## config.mk

```make
export PLATFORM = sky130hd
export DESIGN_NAME = dram_burst_sequencer
export DESIGN_NICKNAME = d
export VERILOG_FILES = /design/src/rtl/dram_seq_pkg.sv /design/src/rtl/dram_rd_assembler.sv /design/src/rtl/dram_burst_sequencer.sv
export SDC_FILE = /design/constraint.sdc
export NUM_CORES = 1
export LEC_CHECK = 0
export ABC_AREA = 0
export BUFFER_PORTS_ARGS = -buffer_cell sky130_fd_sc_hd__buf_2
export CORE_AREA = 8 8 403 405
export CTS_CLUSTER_SIZE = 14
export DETAILED_ROUTE_END_ITERATION = 8
export DIE_AREA = 0 0 411 413
export PLACE_DENSITY = 0.34
export SLEW_MARGIN = 30
export SYNTH_ARGS = -nofsm -noshare
export SYNTH_HDL_FRONTEND = slang
export SYNTH_SLANG_ARGS = --single-unit
```

## constraint.sdc

```tcl
create_clock -name clk0 -period 3.9 [get_ports clk0]
set_input_delay 0 -clock clk0 [delete_from_list [all_inputs] [get_ports clk0]]
set_output_delay 0 -clock clk0 [all_outputs]
set_load 0.02 [all_outputs]
```

## src/rtl/dram_seq_pkg.sv

```systemverilog
// Shared constants and FSM encoding for the DRAM burst sequencer.
package dram_seq_pkg;

    localparam int unsigned BEAT_WIDTH  = 144;
    localparam int unsigned BURST_WIDTH = 2 * BEAT_WIDTH;
    localparam int unsigned BE_BEAT     = BEAT_WIDTH / 8;

    typedef enum logic [0:0] {
        StIdle = 1'b0,
        StWr2  = 1'b1
    } seq_state_e;

endpackage

```

## src/rtl/dram_rd_assembler.sv

```systemverilog
// Pairs the two read beats from the controller into one burst and flags beats
// that arrive while no read is outstanding.
module dram_rd_assembler
    import dram_seq_pkg::*;
#(
    parameter int unsigned BEAT_W = BEAT_WIDTH
) (
    input  logic                clk0,
    input  logic                rst0,
    input  logic [BEAT_W-1:0]   app_rd_data,
    input  logic                app_rd_valid,
    input  logic                rd_cnt_zero,
    output logic                rd_done,
    output logic [2*BEAT_W-1:0] usr_rd_data,
    output logic                usr_rd_valid,
    output logic                rd_unexpected
);

    logic                toggle_q, toggle_d;
    logic [BEAT_W-1:0]   low_q, low_d;
    logic [2*BEAT_W-1:0] data_q, data_d;
    logic                valid_q, valid_d;
    logic                unexp_q, unexp_d;

    assign rd_done = app_rd_valid & toggle_q;

    always_comb begin
        toggle_d = toggle_q;
        low_d    = low_q;
        data_d   = data_q;
        valid_d  = 1'b0;
        unexp_d  = unexp_q;
        if (app_rd_valid) begin
            if (!toggle_q) begin
                low_d    = app_rd_data;
                toggle_d = 1'b1;
                // A stray beat is still assembled so the pairing stays in step.
                if (rd_cnt_zero) begin
                    unexp_d = 1'b1;
                end
            end else begin
                data_d   = {app_rd_data, low_q};
                valid_d  = 1'b1;
                toggle_d = 1'b0;
            end
        end
    end

    always_ff @(posedge clk0) begin
        if (rst0) begin
            toggle_q <= 1'b0;
            low_q    <= '0;
            data_q   <= '0;
            valid_q  <= 1'b0;
            unexp_q  <= 1'b0;
        end else begin
            toggle_q <= toggle_d;
            low_q    <= low_d;
            data_q   <= data_d;
            valid_q  <= valid_d;
            unexp_q  <= unexp_d;
        end
    end

    assign usr_rd_data   = data_q;
    assign usr_rd_valid  = valid_q;
    assign rd_unexpected = unexp_q;

endmodule

```

## src/rtl/dram_burst_sequencer.sv

```systemverilog
// Front end for the DDR2 controller: splits user bursts into command + two write
// beats, gates issue, and reassembles reads. Statistics enabled by DRAM_SEQ_STATS_EN.
module dram_burst_sequencer #(
    parameter int unsigned ADDR_WIDTH     = 32,
    parameter int unsigned BEAT_WIDTH     = 144,
    parameter int unsigned MAX_RD_OUTSTND = 16,
    parameter int unsigned RD_CNT_W       = 5
) (
    input  logic                    clk0,
    input  logic                    rst0,
    input  logic                    phy_rdy,
    input  logic                    usr_cmd_valid,
    output logic                    usr_cmd_ready,
    input  logic                    usr_cmd_rnw,
    input  logic [ADDR_WIDTH-1:0]   usr_cmd_addr,
    input  logic [2*BEAT_WIDTH-1:0] usr_wr_data,
    input  logic [BEAT_WIDTH/4-1:0] usr_wr_be,
    output logic [2*BEAT_WIDTH-1:0] usr_rd_data,
    output logic                    usr_rd_valid,
    output logic                    rd_unexpected,
    output logic [ADDR_WIDTH-1:0]   app_cmd_addr,
    output logic                    app_cmd_rnw,
    output logic                    app_cmd_valid,
    output logic [BEAT_WIDTH-1:0]   app_wr_data,
    output logic [BEAT_WIDTH/8-1:0] app_wr_be,
    input  logic [BEAT_WIDTH-1:0]   app_rd_data,
    input  logic                    app_rd_valid,
    input  logic                    app_fifo_ready,
    output logic [31:0]             stat_wr_cnt,
    output logic [31:0]             stat_rd_cnt
);
    import dram_seq_pkg::*;

    localparam int unsigned BE_W = BEAT_WIDTH / 8;
    localparam logic [RD_CNT_W-1:0] MAX_CNT = RD_CNT_W'(MAX_RD_OUTSTND);

    seq_state_e            state_q, state_d;
    logic [RD_CNT_W-1:0]   rd_cnt_q, rd_cnt_d;
    logic                  ready_q, ready_d;
    logic                  cmd_valid_q, cmd_valid_d;
    logic [ADDR_WIDTH-1:0] addr_q, addr_d;
    logic                  rnw_q, rnw_d;
    logic [BEAT_WIDTH-1:0] wr_data_q, wr_data_d;
    logic [BE_W-1:0]       wr_be_q, wr_be_d;
    logic [BEAT_WIDTH-1:0] hi_data_q, hi_data_d;
    logic [BE_W-1:0]       hi_be_q, hi_be_d;

    logic accept;
    logic rd_issue;
    logic rd_done;
    logic rd_retire;

    assign accept    = usr_cmd_valid & ready_q;
    assign rd_issue  = accept & usr_cmd_rnw;
    // A stray second beat must not drag the counter below zero.
    assign rd_retire = rd_done & (rd_cnt_q != '0);

    always_comb begin
        state_d     = state_q;
        cmd_valid_d = 1'b0;
        addr_d      = addr_q;
        rnw_d       = rnw_q;
        wr_data_d   = '0;
        wr_be_d     = '0;
        hi_data_d   = hi_data_q;
        hi_be_d     = hi_be_q;
        unique case (state_q)
            StIdle: begin
                if (accept) begin
                    cmd_valid_d = 1'b1;
                    addr_d      = usr_cmd_addr;
                    rnw_d       = usr_cmd_rnw;
                    if (!usr_cmd_rnw) begin
                        wr_data_d = usr_wr_data[BEAT_WIDTH-1:0];
                        wr_be_d   = usr_wr_be[BE_W-1:0];
                        hi_data_d = usr_wr_data[2*BEAT_WIDTH-1:BEAT_WIDTH];
                        hi_be_d   = usr_wr_be[2*BE_W-1:BE_W];
                        state_d   = StWr2;
                    end
                end
            end
            StWr2: begin
                wr_data_d = hi_data_q;
                wr_be_d   = hi_be_q;
                state_d   = StIdle;
            end
            default: state_d = StIdle;
        endcase
    end

    always_comb begin
        rd_cnt_d = rd_cnt_q;
        unique case ({rd_issue, rd_retire})
            2'b10:   rd_cnt_d = rd_cnt_q + RD_CNT_W'(1);
            2'b01:   rd_cnt_d = rd_cnt_q - RD_CNT_W'(1);
            default: rd_cnt_d = rd_cnt_q;
        endcase
        // Computed from next-state values so the registered ready is exact.
        ready_d = (state_d == StIdle) & phy_rdy & app_fifo_ready & (rd_cnt_d < MAX_CNT);
    end

    always_ff @(posedge clk0) begin
        if (rst0) begin
            state_q     <= StIdle;
            rd_cnt_q    <= '0;
            ready_q     <= 1'b0;
            cmd_valid_q <= 1'b0;
            addr_q      <= '0;
            rnw_q       <= 1'b0;
            wr_data_q   <= '0;
            wr_be_q     <= '0;
            hi_data_q   <= '0;
            hi_be_q     <= '0;
        end else begin
            state_q     <= state_d;
            rd_cnt_q    <= rd_cnt_d;
            ready_q     <= ready_d;
            cmd_valid_q <= cmd_valid_d;
            addr_q      <= addr_d;
            rnw_q       <= rnw_d;
            wr_data_q   <= wr_data_d;
            wr_be_q     <= wr_be_d;
            hi_data_q   <= hi_data_d;
            hi_be_q     <= hi_be_d;
        end
    end

    assign usr_cmd_ready = ready_q;
    assign app_cmd_valid = cmd_valid_q;
    assign app_cmd_addr  = addr_q;
    assign app_cmd_rnw   = rnw_q;
    assign app_wr_data   = wr_data_q;
    assign app_wr_be     = wr_be_q;

    dram_rd_assembler #(
        .BEAT_W (BEAT_WIDTH)
    ) u_rd_assembler (
        .clk0          (clk0),
        .rst0          (rst0),
        .app_rd_data   (app_rd_data),
        .app_rd_valid  (app_rd_valid),
        .rd_cnt_zero   (rd_cnt_q == '0),
        .rd_done       (rd_done),
        .usr_rd_data   (usr_rd_data),
        .usr_rd_valid  (usr_rd_valid),
        .rd_unexpected (rd_unexpected)
    );

`ifdef DRAM_SEQ_STATS_EN
    logic [31:0] stat_wr_q, stat_wr_d;
    logic [31:0] stat_rd_q, stat_rd_d;

    always_comb begin
        stat_wr_d = stat_wr_q;
        stat_rd_d = stat_rd_q;
        if (accept && !usr_cmd_rnw) begin
            stat_wr_d = stat_wr_q + 32'd1;
        end
        if (rd_done) begin
            stat_rd_d = stat_rd_q + 32'd1;
        end
    end

    always_ff @(posedge clk0) begin
        if (rst0) begin
            stat_wr_q <= '0;
            stat_rd_q <= '0;
        end else begin
            stat_wr_q <= stat_wr_d;
            stat_rd_q <= stat_rd_d;
        end
    end

    assign stat_wr_cnt = stat_wr_q;
    assign stat_rd_cnt = stat_rd_q;
`else
    assign stat_wr_cnt = '0;
    assign stat_rd_cnt = '0;
`endif

endmodule
```

==> results of run 1 <==
[tightest hold or removal path: stages]
cell and delay [ns]:
dlygate4sd3_1 0.54, buf_2 0.10, a22o_1 0.11
[cells in the mapped netlist, types with 3 or more instances]
master    count  share of area [%]
dfxtp_1     800                 62
a22o_1      612                 21
nand2_1     356                5.2
a21oi_1     181                3.5
buf_4       107                3.1
buf_2        93                1.8
clkbuf_1     37               0.54
buf_6        17               0.75
nor2_1        8               0.12
buf_1         7               0.10
ha_1          4               0.20
nor2b_1       3              0.073
xor2_1        3               0.10
[cell type report]
class	instances	share of cell area, %
well taps	2058	6.05
diodes	18	0.106
repair buffers	1705	28.8
inverters	2	0.0176
clock buffers	138	6.63
clock inverters	42	1.37
multi-input cells	1260	19.4
flip-flops and latches	800	37.6
[registers in the layout, summed over array words and instances, names as in the netlist]
name	count
app_cmd_addr	32
u_rd_assembler.rd_unexpected	1
state_q	1
app_cmd_rnw	1
usr_cmd_ready	1
u_rd_assembler.toggle_q	1
app_cmd_valid	1
hi_data_q	144
u_rd_assembler.usr_rd_valid	1
u_rd_assembler.usr_rd_data	288
rd_cnt_q	5
hi_be_q	18
u_rd_assembler.low_q	144
app_wr_be	18
app_wr_data	144
[routing by layer]
metal  wire [um]  global-route usage (%)  vias up
met3       11100                    5.11      192
li1            -                       -    11300
met2       59200                    22.9      851
met5          52                       0        -
met1       50100                    16.1    11200
met4        3810                    5.14        8
[path summary, 6_finish.rpt]
path,startpoint,end,slack [ns],cells after the start
setup reg to reg,rd_cnt_q[1]$_SDFFE_PP0N_,usr_cmd_ready$_SDFF_PP0_,0.67,10
hold reg to reg,u_rd_assembler.low_q[70]$_SDFFE_PP0P_,u_rd_assembler.usr_rd_data[70]$_SDFFE_PP0P_,0.44,1
setup / recovery,rd_cnt_q[1]$_SDFFE_PP0N_,usr_cmd_ready$_SDFF_PP0_,0.67,10
hold / removal,usr_wr_data[240],hi_data_q[96]$_SDFFE_PP0P_,0.08,3
[timing repair]
| action | in CTS | in global routing |
|---|---|---|
| buffers inserted | 0 | 0 |
| hold buffers | 683 | 0 |
| hold endpoints to repair | 655 | 0 |
[kinds of logic after synthesis]
kind of cell | count (synthesis)
other | 1
AO/OA/AOI/OAI | 802
adder cells (fa/ha/maj) | 4
multiplexers | 3
flip-flops | 800
XOR/XNOR | 3
buffers and inverters | 264
AND/OR/NAND/NOR | 384
[power by group]
group	internal, W	leakage [nW]	switching (W)
clock network	0.00568	1.66	0.00391
logic	0.000865	10.8	0.000911
registers	0.00838	6.48	0.000112
total	0.0149	19.0	0.00493
[through the flow]
stage          worst slack (ns)  utilization, %
6_report                  0.671            27.3
5_1_grt                   0.473            27.3
4_1_cts                   0.670            27.3
3_5_place_dp               1.03            20.7
3_3_place_gp               1.01            20.7
2_1_floorplan              1.21               -
==> flow_metrics.tcl, run 1 <==
set metrics [dict create \
    status "finished, final reports clean" \
    grt.overflow.total 0 \
    max_stage_delay_ns 0.56 \
    antenna_found_initial 34 \
    synth-seq-cells 800 \
    synth-main-ff-cell "dfxtp_1" \
    synth_top_family_by_area "compound AO/OA/AOI/OAI gates" \
    postPlaceCellArea_um2 32300 \
    ys_seq_area_share_pct 62.5 \
    place_inst 5142 \
    synthAdderAreaFrac_pct 0.195 \
    syn_area_um2 25600 \
    rsz0062_at_grt "false" \
    hold_class "input port to flop" \
    firstDrtPassIters 5 \
    max_cap_viol_count 0 \
    tightest_slew_ns 0.836 \
    htree_levels 3 \
    crit_path_start_kind "flop" \
    synth_edf_count 0 \
    fin_cells 6023 \
    critPathSlowestCell "dlygate4sd3_1" \
    first_iter_violations 1104 \
    ys_warn_count 0 \
    ir_drop_mv 0.328 \
    critPathCaptureType "flop" \
    syn_to_final_growth_pct 65.9 \
    grt_pass1_vias 24700 \
    dp_hpwl_um 87500 \
    setup_tns_ns 0 \
    multi_input_area_um2 8260 \
    drc_errors 0 \
    fill_cells 16500 \
    cts_root_buffer "clkbuf_16" \
    die_width_um 411 \
    mostFrequentLayoutCells "buf_2, dfxtp_1, dlygate4sd3_1" \
    p_leak_nw 19.0 \
    ys_types 38 \
    gp_congestion 0.752 \
    cts_tree "built" \
    worst-path-buf-inv 1 \
    synth-xor-area-share_pct 0.102 \
    synth-simple-area-share_pct 5.95 \
    initial_core_util_pct 16.5 \
    synth_compound_area_share_pct 24.8 \
    drv_slew 0 \
    finalHoldViolCount 0 \
    rows 145 \
    finClkSkew_ns 0.0328 \
    fin_nets 4378 \
    total_power_w 0.0199 \
    synthArstFlopShare_pct 0 \
    route.antenna.remaining_nets 0 \
    max_slew_margin_pct 44.3 \
    core-area_um2 156000 \
    post_cts_resized 0 \
    holdWs_ns 0.0793 \
    synth.area.mux_share_pct 0.122 \
    port_buffers 993 \
    crit_type "flop to flop" \
    drive_above_1_share_pct 30.3 \
    track_usage_pct 13.7 \
    post-route-min-period_ns 3.23 \
    clk_pin_slew_worst_paths_ns 0.06 \
    crit_fanout 8 \
    fin_area_um2 42500 \
    finalCritPeriodShare_pct 82.8 \
    setup_viol 0 \
    path_cells "or4_1, nor2_1, nor2_1, ha_1, ha_1, o211ai_1, a21o_1, a21oi_1, mux2i_1, dlygate4sd3_1" \
    clockBufferDepth 3 \
    vias_per_cell 3.91 \
    seq_area_um2 16000 \
    synth.avg_cell_area_um2 11.3 \
    cts_made_buffers 98 \
    final_common_cell "buf_2" \
    wl_um 124000 \
    cts_num_sinks 800 \
    die_h_um 413 \
    worstSkewPairLatency_ns 0.70 \
    die_area_um2 170000 \
    critical_path.top_delay_family "simple AND/OR/NAND/NOR gates" \
    grt_max_degree 140 \
    worstPathRequired_ns 4.51 \
    fmax_ghz 0.310 \
    cp.arrival_ns 3.84 \
    io_pins 1058 \
    wl_per_cell_um 20.6 \
    power_density_nw_per_um2 467 \
    grt_pass1_wl_um 175000 \
    syn_inst 2261 \
    vias 23600 \
]
No activity file was read; power rests on OpenSTA's default activity.
==> run 2: changes to the inputs <==
- clock period: 3.9 -> 3.2 ns (I/O delays scaled with it)
==> run 2 against run 1 <==
- sequential share of layout area is essentially flat
- wire length shrank 0.13%
- final cell count grew 0.18%
- sequential power grew 21%
- register-to-register slack lost 0.51 ns
- clock power grew 15%
- critical path depth grew 1
- sequential cell count is the same
- via count grew 0.30%
- global-route usage is essentially flat
- core utilization is essentially flat
- critical endpoint unchanged
- largest cell class unchanged
- largest power group unchanged
- highest routed layer unchanged
==> flow_metrics.tcl, run 2 (synthesis results as in run 1) <==
set metrics [dict create \
    status "finished, final reports clean" \
    setup_viol 0 \
    wl_um 124000 \
    grt.overflow.total 0 \
    first_iter_violations 1176 \
    initial_core_util_pct 16.5 \
    antenna_found_initial 22 \
    final_common_cell "buf_2" \
    crit_path_start_kind "flop" \
    vias_per_cell 3.92 \
    die_width_um 411 \
    core-area_um2 156000 \
    fmax_ghz 0.329 \
    rsz0062_at_grt "false" \
    grt_max_degree 133 \
    io_pins 1058 \
    mostFrequentLayoutCells "buf_2, dfxtp_1, dlygate4sd3_1" \
    fin_util_pct 27.3 \
    gp_congestion 0.732 \
    worstPathRequired_ns 3.81 \
    clk_pin_slew_worst_paths_ns 0.05 \
    critPathCaptureType "flop" \
    largest_reg_flops 288 \
    p_leak_nw 19.0 \
    finalCritPeriodShare_pct 94.9 \
    max_cap_viol_count 0 \
    total_power_w 0.0235 \
    rows 145 \
    setup_tns_ns 0 \
    wl_per_cell_um 20.6 \
    die_h_um 413 \
    htree_levels 3 \
    crit_type "flop to flop" \
    ir_drop_mv 0.531 \
    cts_made_buffers 97 \
    cts_num_sinks 800 \
    drive_above_1_share_pct 30.2 \
    syn_to_final_growth_pct 66.0 \
    clockBufferDepth 3 \
    dp_hpwl_um 87300 \
    finalHoldViolCount 0 \
    die_area_um2 170000 \
    finClkSkew_ns 0.0307 \
    cts_root_buffer "clkbuf_16" \
    port_buffers 993 \
    route.antenna.remaining_nets 0 \
    grt_pass1_wl_um 176000 \
    postCtsSetupBuffers 0 \
    fin_nets 4399 \
    grt_pass1_vias 24900 \
    worstSkewPairLatency_ns 0.69 \
    crit_fanout 5 \
    vias 23600 \
    power_density_nw_per_um2 553 \
    track_usage_pct 13.7 \
    tightest_slew_ns 0.912 \
    cp.arrival_ns 3.64 \
    max_slew_margin_pct 39.2 \
    hold_class "input port to flop" \
    firstDrtPassIters 4 \
    drc_errors 0 \
    drv_slew 0 \
    post-route-min-period_ns 3.04 \
    cts_tree "built" \
]
[run 2: worst paths after layout]
path | startpoint | to | slack, ns | cells past startpoint
setup / recovery | rd_cnt_q[0]$_SDFFE_PP0N_ | usr_cmd_ready$_SDFF_PP0_ | 0.16 | 11
hold / removal | usr_wr_data[235] | hi_data_q[91]$_SDFFE_PP0P_ | 0.07 | 3
setup reg to reg | rd_cnt_q[0]$_SDFFE_PP0N_ | usr_cmd_ready$_SDFF_PP0_ | 0.16 | 11
hold reg to reg | hi_data_q[0]$_SDFFE_PP0P_ | app_wr_data[0]$_SDFF_PP0_ | 0.45 | 1
[run 2: stage by stage]
stage	area, um^2	instances	hold slack, ns	setup slack [ns]
global route	42600	6033	0.0227	0.00371
floorplan	25900	2324	0.125	0.508
global placement	32400	5153	0.216	0.467
CTS	42500	6025	0.0000803	0.0640
finish	42600	6034	0.0731	0.162
detailed placement	32400	5153	0.219	0.421
[run 2: final cells by class]
cell class	instances	area, um^2
antenna	9	22.5
sequential	800	16000
timing repair buffer	1727	12500
fill	16600	113000
multi-input combinational	1260	8260
clock buffer	150	2910
tap	2058	2570
clock inverter	28	277
inverter	2	7.51
[run 2: metal layers]
metal | wire length, um | up-vias | share of wire (%) | track usage, %
li1 | - | 11400 | - | -
met1 | 49200 | 11300 | 40 | 15.7
met2 | 59700 | 838 | 48 | 23.2
met3 | 11500 | 179 | 9.3 | 5.58
met4 | 3610 | 4 | 2.9 | 4.82
met5 | 27 | - | 0.022 | 0
[run 2: power by group]
group,total (W),switching (W),internal [W]
clock network,0.0110,0.00464,0.00636
logic,0.00219,0.00112,0.00107
registers,0.0103,0.000134,0.0102
total,0.0235,0.00590,0.0176
[run 2: timing repair]
| action | in CTS | in global routing |
|---|---|---|
| hold buffers | 694 | 0 |
| endpoints found under the setup margin | 0 | 1 |
| gates resized for setup | 0 | 3 |
| endpoints found under the hold margin | 655 | 0 |
[run 2: worst max-delay path, stage by stage (launching register included)]
cell and delay (ns):
dfxtp_1 0.35, or4_1 0.54, nor2_1 0.14, nor2_1 0.09, ha_1 0.23, xor2_1 0.18, ha_2 0.23, o211ai_1 0.09
a21o_1 0.20, a21oi_2 0.19, mux2i_1 0.19, dlygate4sd3_1 0.55
